File: src/rtl/ann_pipe_reg.sv
// Handshaked two-entry skid pipeline register for the ANN datapath, with registered
// in_ready/out_valid and a wrapping count of delivered vectors. Optional flush: ANN_PIPE_FLUSH_EN.
module ann_pipe_reg #(
    parameter int W     = 10,
    parameter int N_CH  = 3,
    parameter int CNT_W = 16
) (
    input  logic             clk,
    input  logic             reset,
    input  logic             in_valid,
    output logic             in_ready,
    input  logic [W-1:0]     in_data [N_CH-1:0],
    output logic             out_valid,
    input  logic             out_ready,
    output logic [W-1:0]     out_data [N_CH-1:0],
    output logic [1:0]       occupancy,
    output logic [CNT_W-1:0] xfer_cnt
`ifdef ANN_PIPE_FLUSH_EN
    ,
    input  logic             flush
`endif
);

    typedef enum logic [1:0] {
        ST_EMPTY = 2'd0,
        ST_ONE   = 2'd1,
        ST_FULL  = 2'd2
    } state_t;

    state_t             state_r;
    state_t             next_state_s;
    logic               in_ready_r;
    logic               out_valid_r;
    logic [W-1:0]       main_r [N_CH-1:0];
    logic [W-1:0]       skid_r [N_CH-1:0];
    logic [CNT_W-1:0]   cnt_r;
    logic               in_hs_s;
    logic               out_hs_s;
    logic               flush_s;
    logic               ld_main_in_s;
    logic               ld_main_skid_s;
    logic               ld_skid_s;

`ifdef ANN_PIPE_FLUSH_EN
    assign flush_s = flush;
`else
    assign flush_s = 1'b0;
`endif

    assign in_hs_s  = in_valid & in_ready_r;
    assign out_hs_s = out_valid_r & out_ready;

    // Next-state and data-load selection; a flush empties the stage and suppresses all loads.
    always_comb begin
        next_state_s   = state_r;
        ld_main_in_s   = 1'b0;
        ld_main_skid_s = 1'b0;
        ld_skid_s      = 1'b0;
        if (flush_s) begin
            next_state_s = ST_EMPTY;
        end else begin
            case (state_r)
                ST_EMPTY: begin
                    if (in_hs_s) begin
                        next_state_s = ST_ONE;
                        ld_main_in_s = 1'b1;
                    end else begin
                        next_state_s = ST_EMPTY;
                    end
                end
                ST_ONE: begin
                    if (in_hs_s && out_hs_s) begin
                        next_state_s = ST_ONE;
                        ld_main_in_s = 1'b1;
                    end else if (in_hs_s) begin
                        next_state_s = ST_FULL;
                        ld_skid_s    = 1'b1;
                    end else if (out_hs_s) begin
                        next_state_s = ST_EMPTY;
                    end else begin
                        next_state_s = ST_ONE;
                    end
                end
                ST_FULL: begin
                    if (out_hs_s) begin
                        next_state_s   = ST_ONE;
                        ld_main_skid_s = 1'b1;
                    end else begin
                        next_state_s = ST_FULL;
                    end
                end
                default: begin
                    next_state_s = ST_EMPTY;
                end
            endcase
        end
    end

    // State register with registered ready/valid derived from the next state.
    always_ff @(posedge clk or negedge reset) begin
        if (!reset) begin
            state_r     <= ST_EMPTY;
            in_ready_r  <= 1'b0;
            out_valid_r <= 1'b0;
        end else begin
            state_r     <= next_state_s;
            in_ready_r  <= (next_state_s != ST_FULL);
            out_valid_r <= (next_state_s != ST_EMPTY);
        end
    end

    // Main and skid data registers; main keeps its value when the stage drains.
    always_ff @(posedge clk or negedge reset) begin
        if (!reset) begin
            for (int i = 0; i < N_CH; i++) begin
                main_r[i] <= {W{1'b0}};
                skid_r[i] <= {W{1'b0}};
            end
        end else begin
            for (int i = 0; i < N_CH; i++) begin
                if (ld_main_in_s) begin
                    main_r[i] <= in_data[i];
                end else if (ld_main_skid_s) begin
                    main_r[i] <= skid_r[i];
                end else begin
                    main_r[i] <= main_r[i];
                end
                if (ld_skid_s) begin
                    skid_r[i] <= in_data[i];
                end else begin
                    skid_r[i] <= skid_r[i];
                end
            end
        end
    end

    // Delivered-vector counter, wrapping; output handshakes count even during a flush.
    always_ff @(posedge clk or negedge reset) begin
        if (!reset) begin
            cnt_r <= {CNT_W{1'b0}};
        end else if (out_hs_s) begin
            cnt_r <= cnt_r + {{(CNT_W-1){1'b0}}, 1'b1};
        end else begin
            cnt_r <= cnt_r;
        end
    end

    assign in_ready  = in_ready_r;
    assign out_valid = out_valid_r;
    assign out_data  = main_r;
    assign occupancy = state_r;
    assign xfer_cnt  = cnt_r;

endmodule

File: config.mk
export PLATFORM = sky130hd
export DESIGN_NAME = ann_pipe_reg
export DESIGN_NICKNAME = d
export VERILOG_FILES = /design/src/rtl/ann_pipe_reg.sv
export SDC_FILE = /design/constraint.sdc
export NUM_CORES = 1
export LEC_CHECK = 0
export ABC_AREA = 1
export CORE_ASPECT_RATIO = 1.2
export CORE_MARGIN = 2
export CORE_UTILIZATION = 37
export CTS_CLUSTER_DIAMETER = 60
export DETAILED_ROUTE_END_ITERATION = 7
export PLACE_DENSITY = 0.68
export SYNTH_ARGS = -nofsm -noshare
export SYNTH_HDL_FRONTEND = slang
export SYNTH_SLANG_ARGS = --single-unit
File: constraint.sdc
create_clock -name clk -period 1.8 [get_ports clk]
set_clock_uncertainty 0.15 [all_clocks]
set_input_delay 0.45 -clock clk [delete_from_list [all_inputs] [get_ports clk]]
set_output_delay 0.45 -clock clk [all_outputs]
set_load 0.02 [all_outputs]
==> summary.md, run 1 <==
| Metric | Value |
|---|---|
| Gr ovfl total | 0 |
| P_leak | 2.49 nW |
| Final slew viol count | 0 |
| Arrival @ worst endpoint | 1.16 ns |
| Port-buffer cells | 83 |
| CP max FO | 6 |
| Drt total wl | 7.90 mm |
| Syn_area_per_cell | 9.18 um^2 |
| CORE AREA | 0.00913 mm^2 |
| Period utilization | 0.975 |
| Crit Path Class | flop to output port |
| Startpoint types | flop |
| Worst path max stage delay | 0.45 ns |
| Fillers | 886 |
| Vias in the first global route | 2,883 |
| H-tree levels | 3 |
| Final net count | 523 |
| CTS buffer count | 9 |
| Post-CTS Setup Repair Bufs | 0 |
| Layout cells sized above 1 | 0.120 |
| EDFF count, synth | 0 |
| Mapped Area | 0.00351 mm^2 |
| Sequential Area | 0.00200 mm^2 |
| Flop-to-flop setup slack | 0.20 ns |
| Fin util | 0.521 |
| Post-synth top flop | dfrtp_1 |
| Clock Sinks | 80 |
| VDD IR-drop max | 0.774 mV |
| R2R cell count | 8 |
| Syn nets | 419 |
| Clock group share of total power | 0.158 |
| I/O Pins | 84 |
| DP HPWL | 5.58 mm |
| Cell Chain, Critical Path | dlygate4sd2_1 |
| Syn Inst Count | 382 |
| Min cycle time layout | 1.76 ns |
| Register area share after synthesis | 0.571 |
| Pwr dens | 1570 mW/mm^2 |
| Drt initial violations | 127 |
| Switching pwr | 0.00301 W |
| CP endpoint kind | output port |
| Antenna Violating Nets Remaining | 0 |
| Area of the multi-input gates | 0.00125 mm^2 |
| Site row count | 38 |
| Netlist cell types | 27 |
| Routed vias/inst | 4.62 |
| Max_cap viols | 0 |
| Final-report hold violation count | 0 |
| Fmax achieved | 570 MHz |
| DRC viols | 0 |
| Crit path to | xfer_cnt[11] |
| Hold Crit Class | flop to flop |
| CTS tree | done |
| TritonRoute pass-1 iters | 4 |
| Comb pwr share | 0.436 |
| GP Congestion | 0.829 |
| Antenna diodes | 0 |
| Int Power | 0.00447 W |
| CP Buf/Inv Count | 1 |
| Reg-to-Reg End | out_data[23] |
| Asr flop ratio synth | 1.00 |
| Levels on crit path | 1 |
| Status | completed |
| Crit. Startpoint | xfer_cnt[11] |
| First-pass GRT wire length | 13.4 mm |
| Share of power burned in registers | 0.405 |
| Die Footprint | 0.0103 mm^2 |
| Clock root buffer | clkbuf_8 |
| Final Setup Violations | 0 |
| YS warnings | 0 |
| Die height | 111 um |
| Area leader, netlist | dfrtp_1 |
| RSZ-0062 raised after global routing | yes |
| Required @ worst endpoint | 1.20 ns |
| Reg clk slew, reported paths | 0.08 ns |
| Largest net degree at the start of global routing | 81 |
| Clock latency on the worst-skew pair | 0.35 ns |
| Setup TNS | 0 ns |
| Drt wl/cell | 12.9 um |
| R2r startpoint | out_valid |
| GRT Total Usage | 0.163 |
| Delay-heaviest family, CP | flip-flops |
| Synth top area share | 0.571 |
| Horiz. Die Dim | 92.9 um |
| Relative slew slack | 0.716 |
| Register bit total from synthesis | 80 |
| Initial Utilization | 0.384 |
| Slowest CP cell | dfrtp_1 |
| Synth area leaders | dfrtp_1, nand2_1, a22oi_1 |
| Worst slew pin tran | 0.426 ns |
| Antenna violations before repair | 0 |
| Clock Path Buffers | 2 |
| Total via count in the routed design | 2,822 |
| Area growth, synth to finish | 35.4% |
| Switch share | 0.403 |
==> cells in the mapped netlist (4+ instances only) <==
cell type and instances:
nand4_1 7, nand3_1 9, dfrtp_1 80, buf_6 4, nand2_1 103, a22oi_1 27
buf_2 6, a21oi_1 27, xor2_1 6, nor2_1 40, inv_1 45
==> metal layers <==
metal / vias to the layer above / global-route usage / wire length (um)
met2: 82 / 0.252 / 3700
met5: - / 0 / 0
met3: 15 / 0.0394 / 432
li1: 1417 / - / -
met4: 0 / 0.0686 / 167
met1: 1308 / 0.218 / 3590
==> kinds of logic (layout without fill, tap and decap cells) <==
group	Yosys count	in the layout	share of synthesized area
buf+inv	61	170	0.0792
fa+ha+maj	3	3	0.0107
flops	80	80	0.571
mux	3	3	0.0128
simple gates	171	171	0.206
compound gates	55	55	0.0977
xor+xnor	9	9	0.0225
==> worst min-delay path by stage <==
stage          cells after the start      endpoint    startpoint
2_1_floorplan                      0      in_ready         reset
3_3_place_gp                       2  out_data[20]  out_data[20]
3_5_place_dp                       2  out_data[13]  out_data[13]
4_1_cts                            2  out_data[29]  out_data[29]
5_1_grt                            2  out_data[24]  out_data[24]
6_report                           2   out_data[4]   out_data[4]
==> power groups by stage <==
stage	Combinational [W]	Sequential, W	Clock [W]
CTS	0.00324	0.00304	0.00121
global placement	0.00345	0.00307	0
finish	0.00326	0.00303	0.00118
detailed placement	0.00355	0.00307	0
global route	0.00364	0.00314	0.00128
floorplan	0.00149	0.00354	0
==> cells in the final DEF, fill, tap and decap left out <==
cell type / count
clkbuf_8: 10
or2_2: 1
xor2_1: 6
nor2_1: 40
dfrtp_1: 80
o21ai_1: 1
ha_1: 3
clkinvlp_4: 2
nor3_1: 1
buf_4: 18
a22oi_2: 2
buf_12: 2
dlygate4sd2_1: 46
nor2_4: 2
clkinv_2: 4
a21oi_1: 27
nand2_4: 1
inv_1: 44
nand3_1: 9
clkdlybuf4s50_1: 32
nand4_1: 7
nor3_4: 1
inv_2: 2
a22oi_1: 25
mux2_4: 3
buf_8: 1
nand2_2: 4
nand3b_1: 1
buf_6: 4
clkdlybuf4s15_1: 4
nor3_2: 1
xnor2_1: 3
nor2_2: 1
dlygate4sd3_1: 1
nand2_1: 102
==> cell type report <==
class | instances | share of cell area
tap | 120 | 0.0316
clock inverter | 6 | 0.00737
clock buffer | 10 | 0.0290
multi-input combinational | 241 | 0.262
sequential | 80 | 0.421
timing repair buffer | 108 | 0.212
inverter | 46 | 0.0363
==> metrics by stage <==
| stage | setup slack [ns] | hold WS (ns) | total power [W] | cell area, um^2 | cells |
|---|---|---|---|---|---|
| floorplan | 0.140 | 0.00441 | 0.00503 | 3510 | 382 |
| global placement | -0.324 | 0.316 | 0.00652 | 4590 | 594 |
| detailed placement | -0.368 | 0.315 | 0.00662 | 4590 | 594 |
| CTS | 0.00722 | 0.335 | 0.00749 | 4710 | 611 |
| global route | -0.000632 | 0.356 | 0.00806 | 4750 | 611 |
| finish | 0.0445 | 0.329 | 0.00748 | 4750 | 611 |
==> state kept, by name (all words and copies together), names as in the netlist <==
name / cells
out_data: 30
skid_r: 30
xfer_cnt: 16
occupancy: 2
in_ready: 1
out_valid: 1
==> what timing repair did <==
action | CTS | global route
resized for setup | 50 | 15
pin swaps | 0 | 1
endpoints found under the hold margin | 80 | 0
hold buffers | 1 | 0
setup endpoints to repair | 50 | 51
No activity file was read; power rests on OpenSTA's default activity.
==> run 2: changes to the inputs <==
CTS_BUF_LIST = sky130_fd_sc_hd__clkbuf_8 sky130_fd_sc_hd__clkbuf_16   (was unset)
==> results of run 2 <==
The final DEF is identical to that of run 1; final timing and power are the same.
==> run 3: changes to the inputs <==
CORE_UTILIZATION = 30   (was 37)
PLACE_DENSITY = 0.61   (was 0.68)
clock period = 1.5 ns   (was 1.8 ns; I/O delays follow)
==> run 3 against run 2 <==
Largest power group unchanged. Die area rose by 22%. The run now ends with negative setup slack left. Flip-flop and latch count did not move. Final cell count rose by 10%. Sequential share of layout area fell by 5.5 points. Utilization fell by 4.3 points.
==> summary.md, run 3 (synthesis results as in run 1) <==
| Metric | Value |
|---|---|
| Final net count | 549 |
| Hold Crit Class | input pin to asynchronous set/reset pin |
| Required @ worst endpoint | 0.97 ns |
| Max_cap viols | 0 |
| Drt initial violations | 76 |
| GP Congestion | 0.870 |
| Clock root buffer | clkbuf_16 |
| R2R cell count | 8 |
| Final instance area | 0.00548 mm^2 |
| Startpoint types | flop |
| Antenna Violating Nets Remaining | 0 |
| TritonRoute pass-1 iters | 4 |
| CP max FO | 3 |
| Pwr dens | 1980 mW/mm^2 |
| Clock Sinks | 80 |
| I/O Pins | 84 |
| Area of the multi-input gates | 0.00162 mm^2 |
| Largest net degree at the start of global routing | 35 |
| Gr ovfl total | 0 |
| Crit. Startpoint | xfer_cnt[0] |
| Vias in the first global route | 3,102 |
| P_leak | 2.70 nW |
| DRC viols | 0 |
| CTS buffer count | 9 |
| Failing checks | negative setup slack |
| Antenna diodes | 0 |
| Final slew viol count | 0 |
| Reg-to-Reg End | out_data[12] |
| Commonest non-fill, non-tap cell in the layout | nand2_1 |
| Routed vias/inst | 4.44 |
| Fillers | 1,091 |
| Total via count in the routed design | 2,994 |
| Sequential Area | 0.00201 mm^2 |
| Drt wl/cell | 13.5 um |
| Reg clk slew, reported paths | 0.06 ns |
| First-pass GRT wire length | 14.7 mm |
| DP HPWL | 6.31 mm |
| Worst slew pin tran | 0.321 ns |
| CTS tree | done |
| Fin util | 0.478 |
| Area growth, synth to finish | 56.1% |
| R2r startpoint | out_valid |
| Horiz. Die Dim | 103 um |
| Final-report hold violation count | 0 |
| Antenna violations before repair | 0 |
| Arrival @ worst endpoint | 1.02 ns |
| Die Footprint | 0.0126 mm^2 |
| Placement Cell Area | 0.00503 mm^2 |
| Setup TNS | -0.550 ns |
| Layout cells sized above 1 | 0.398 |
| H-tree levels | 3 |
| Site row count | 43 |
| Drt total wl | 9.08 mm |
| Port-buffer cells | 83 |
| Clock Path Buffers | 2 |
| Min cycle time layout | 1.54 ns |
| CP endpoint kind | output port |
| Fmax achieved | 648 MHz |
| Clock latency on the worst-skew pair | 0.34 ns |
| GRT Total Usage | 0.152 |
| Final Setup Violations | 28 |
| Crit Path Class | flop to output port |
| Period utilization | 1.03 |
| RSZ-0062 raised after global routing | yes |
| Setup WS post-layout | -0.0440 ns |
| Relative slew slack | 0.786 |
| CORE AREA | 0.0115 mm^2 |
| Status | finished with violations |
| VDD IR-drop max | 0.821 mV |
| Initial Utilization | 0.306 |
| Hold slack | 0.319 ns |
| Flop-to-flop setup slack | -0.03 ns |
| Commonest cells after routing, fill and taps aside | nand2_1, dfrtp_1, buf_2 |
| Die height | 122 um |
-- run 3: cell types whose count changed in the layout (fill, tap and decap cells not counted), moves of 10 or more --
cell           previous run  this run
a22oi_2                   2        27
clkbuf_8                 10         0
buf_2                     0        50
buf_4                    18        30
dlygate4sd2_1            46         2
buf_12                    2        13
a22oi_1                  25         0
nor2_1                   40        22
-- run 3: power breakdown --
part | internal (W) | switching (W)
logic | 0.00216 | 0.00276
clock network | 0.00131 | 0.000925
registers | 0.00310 | 0.000591
total | 0.00657 | 0.00428
-- run 3: routing by layer --
layer,share of wire,wire (um),vias to the layer above,global-route usage
met5,0,0,-,0
met1,0.42,3820,1444,0.181
met3,0.056,509,12,0.0421
met2,0.50,4580,60,0.256
met4,0.019,174,0,0.0642
li1,-,-,1478,-
-- run 3: how the worst max path moves through the flow --
| stage | endpoint | depth (start not counted) |
|---|---|---|
| after floorplan | out_data[0] | 8 |
| after global placement | out_data[11] | 9 |
| after detailed placement | out_data[1] | 9 |
| after CTS | out_data[5] | 9 |
| after global routing | xfer_cnt[14] | 9 |
| final | xfer_cnt[0] | 2 |
-- run 3: through the flow --
stage | setup slack (ns) | instances | power [W]
floorplan | -0.0511 | 382 | 0.00642
detailed placement | -0.556 | 646 | 0.00853
global placement | -0.534 | 646 | 0.00839
global route | -0.141 | 674 | 0.0116
CTS | -0.0618 | 665 | 0.0105
finish | -0.0440 | 674 | 0.0108
-- run 3: timing repair --
action                                 in CTS  in global routing
pin swaps                                   4                 22
endpoints found under the hold margin      18                  0
hold buffers                                1                  0
cloned                                      1                  0
setup endpoints to repair                 123                 72
gates resized for setup                   213                 61
setup buffers                               1                  9
-- run 3: area by class of cell --
| class | count | area share |
|---|---|---|
| Clock buffer | 9 | 0.0411 |
| Clock inverter | 7 | 0.0142 |
| Inverter | 46 | 0.0329 |
| Multi-Input combinational cell | 241 | 0.296 |
| Sequential cell | 80 | 0.367 |
| Tap cell | 157 | 0.0359 |
| Timing Repair Buffer | 134 | 0.214 |
-- run 3: critical path: stages (launching register included) --
cell,delay (ns)
dfrtp_2,0.40
buf_4,0.14
buf_2,0.15
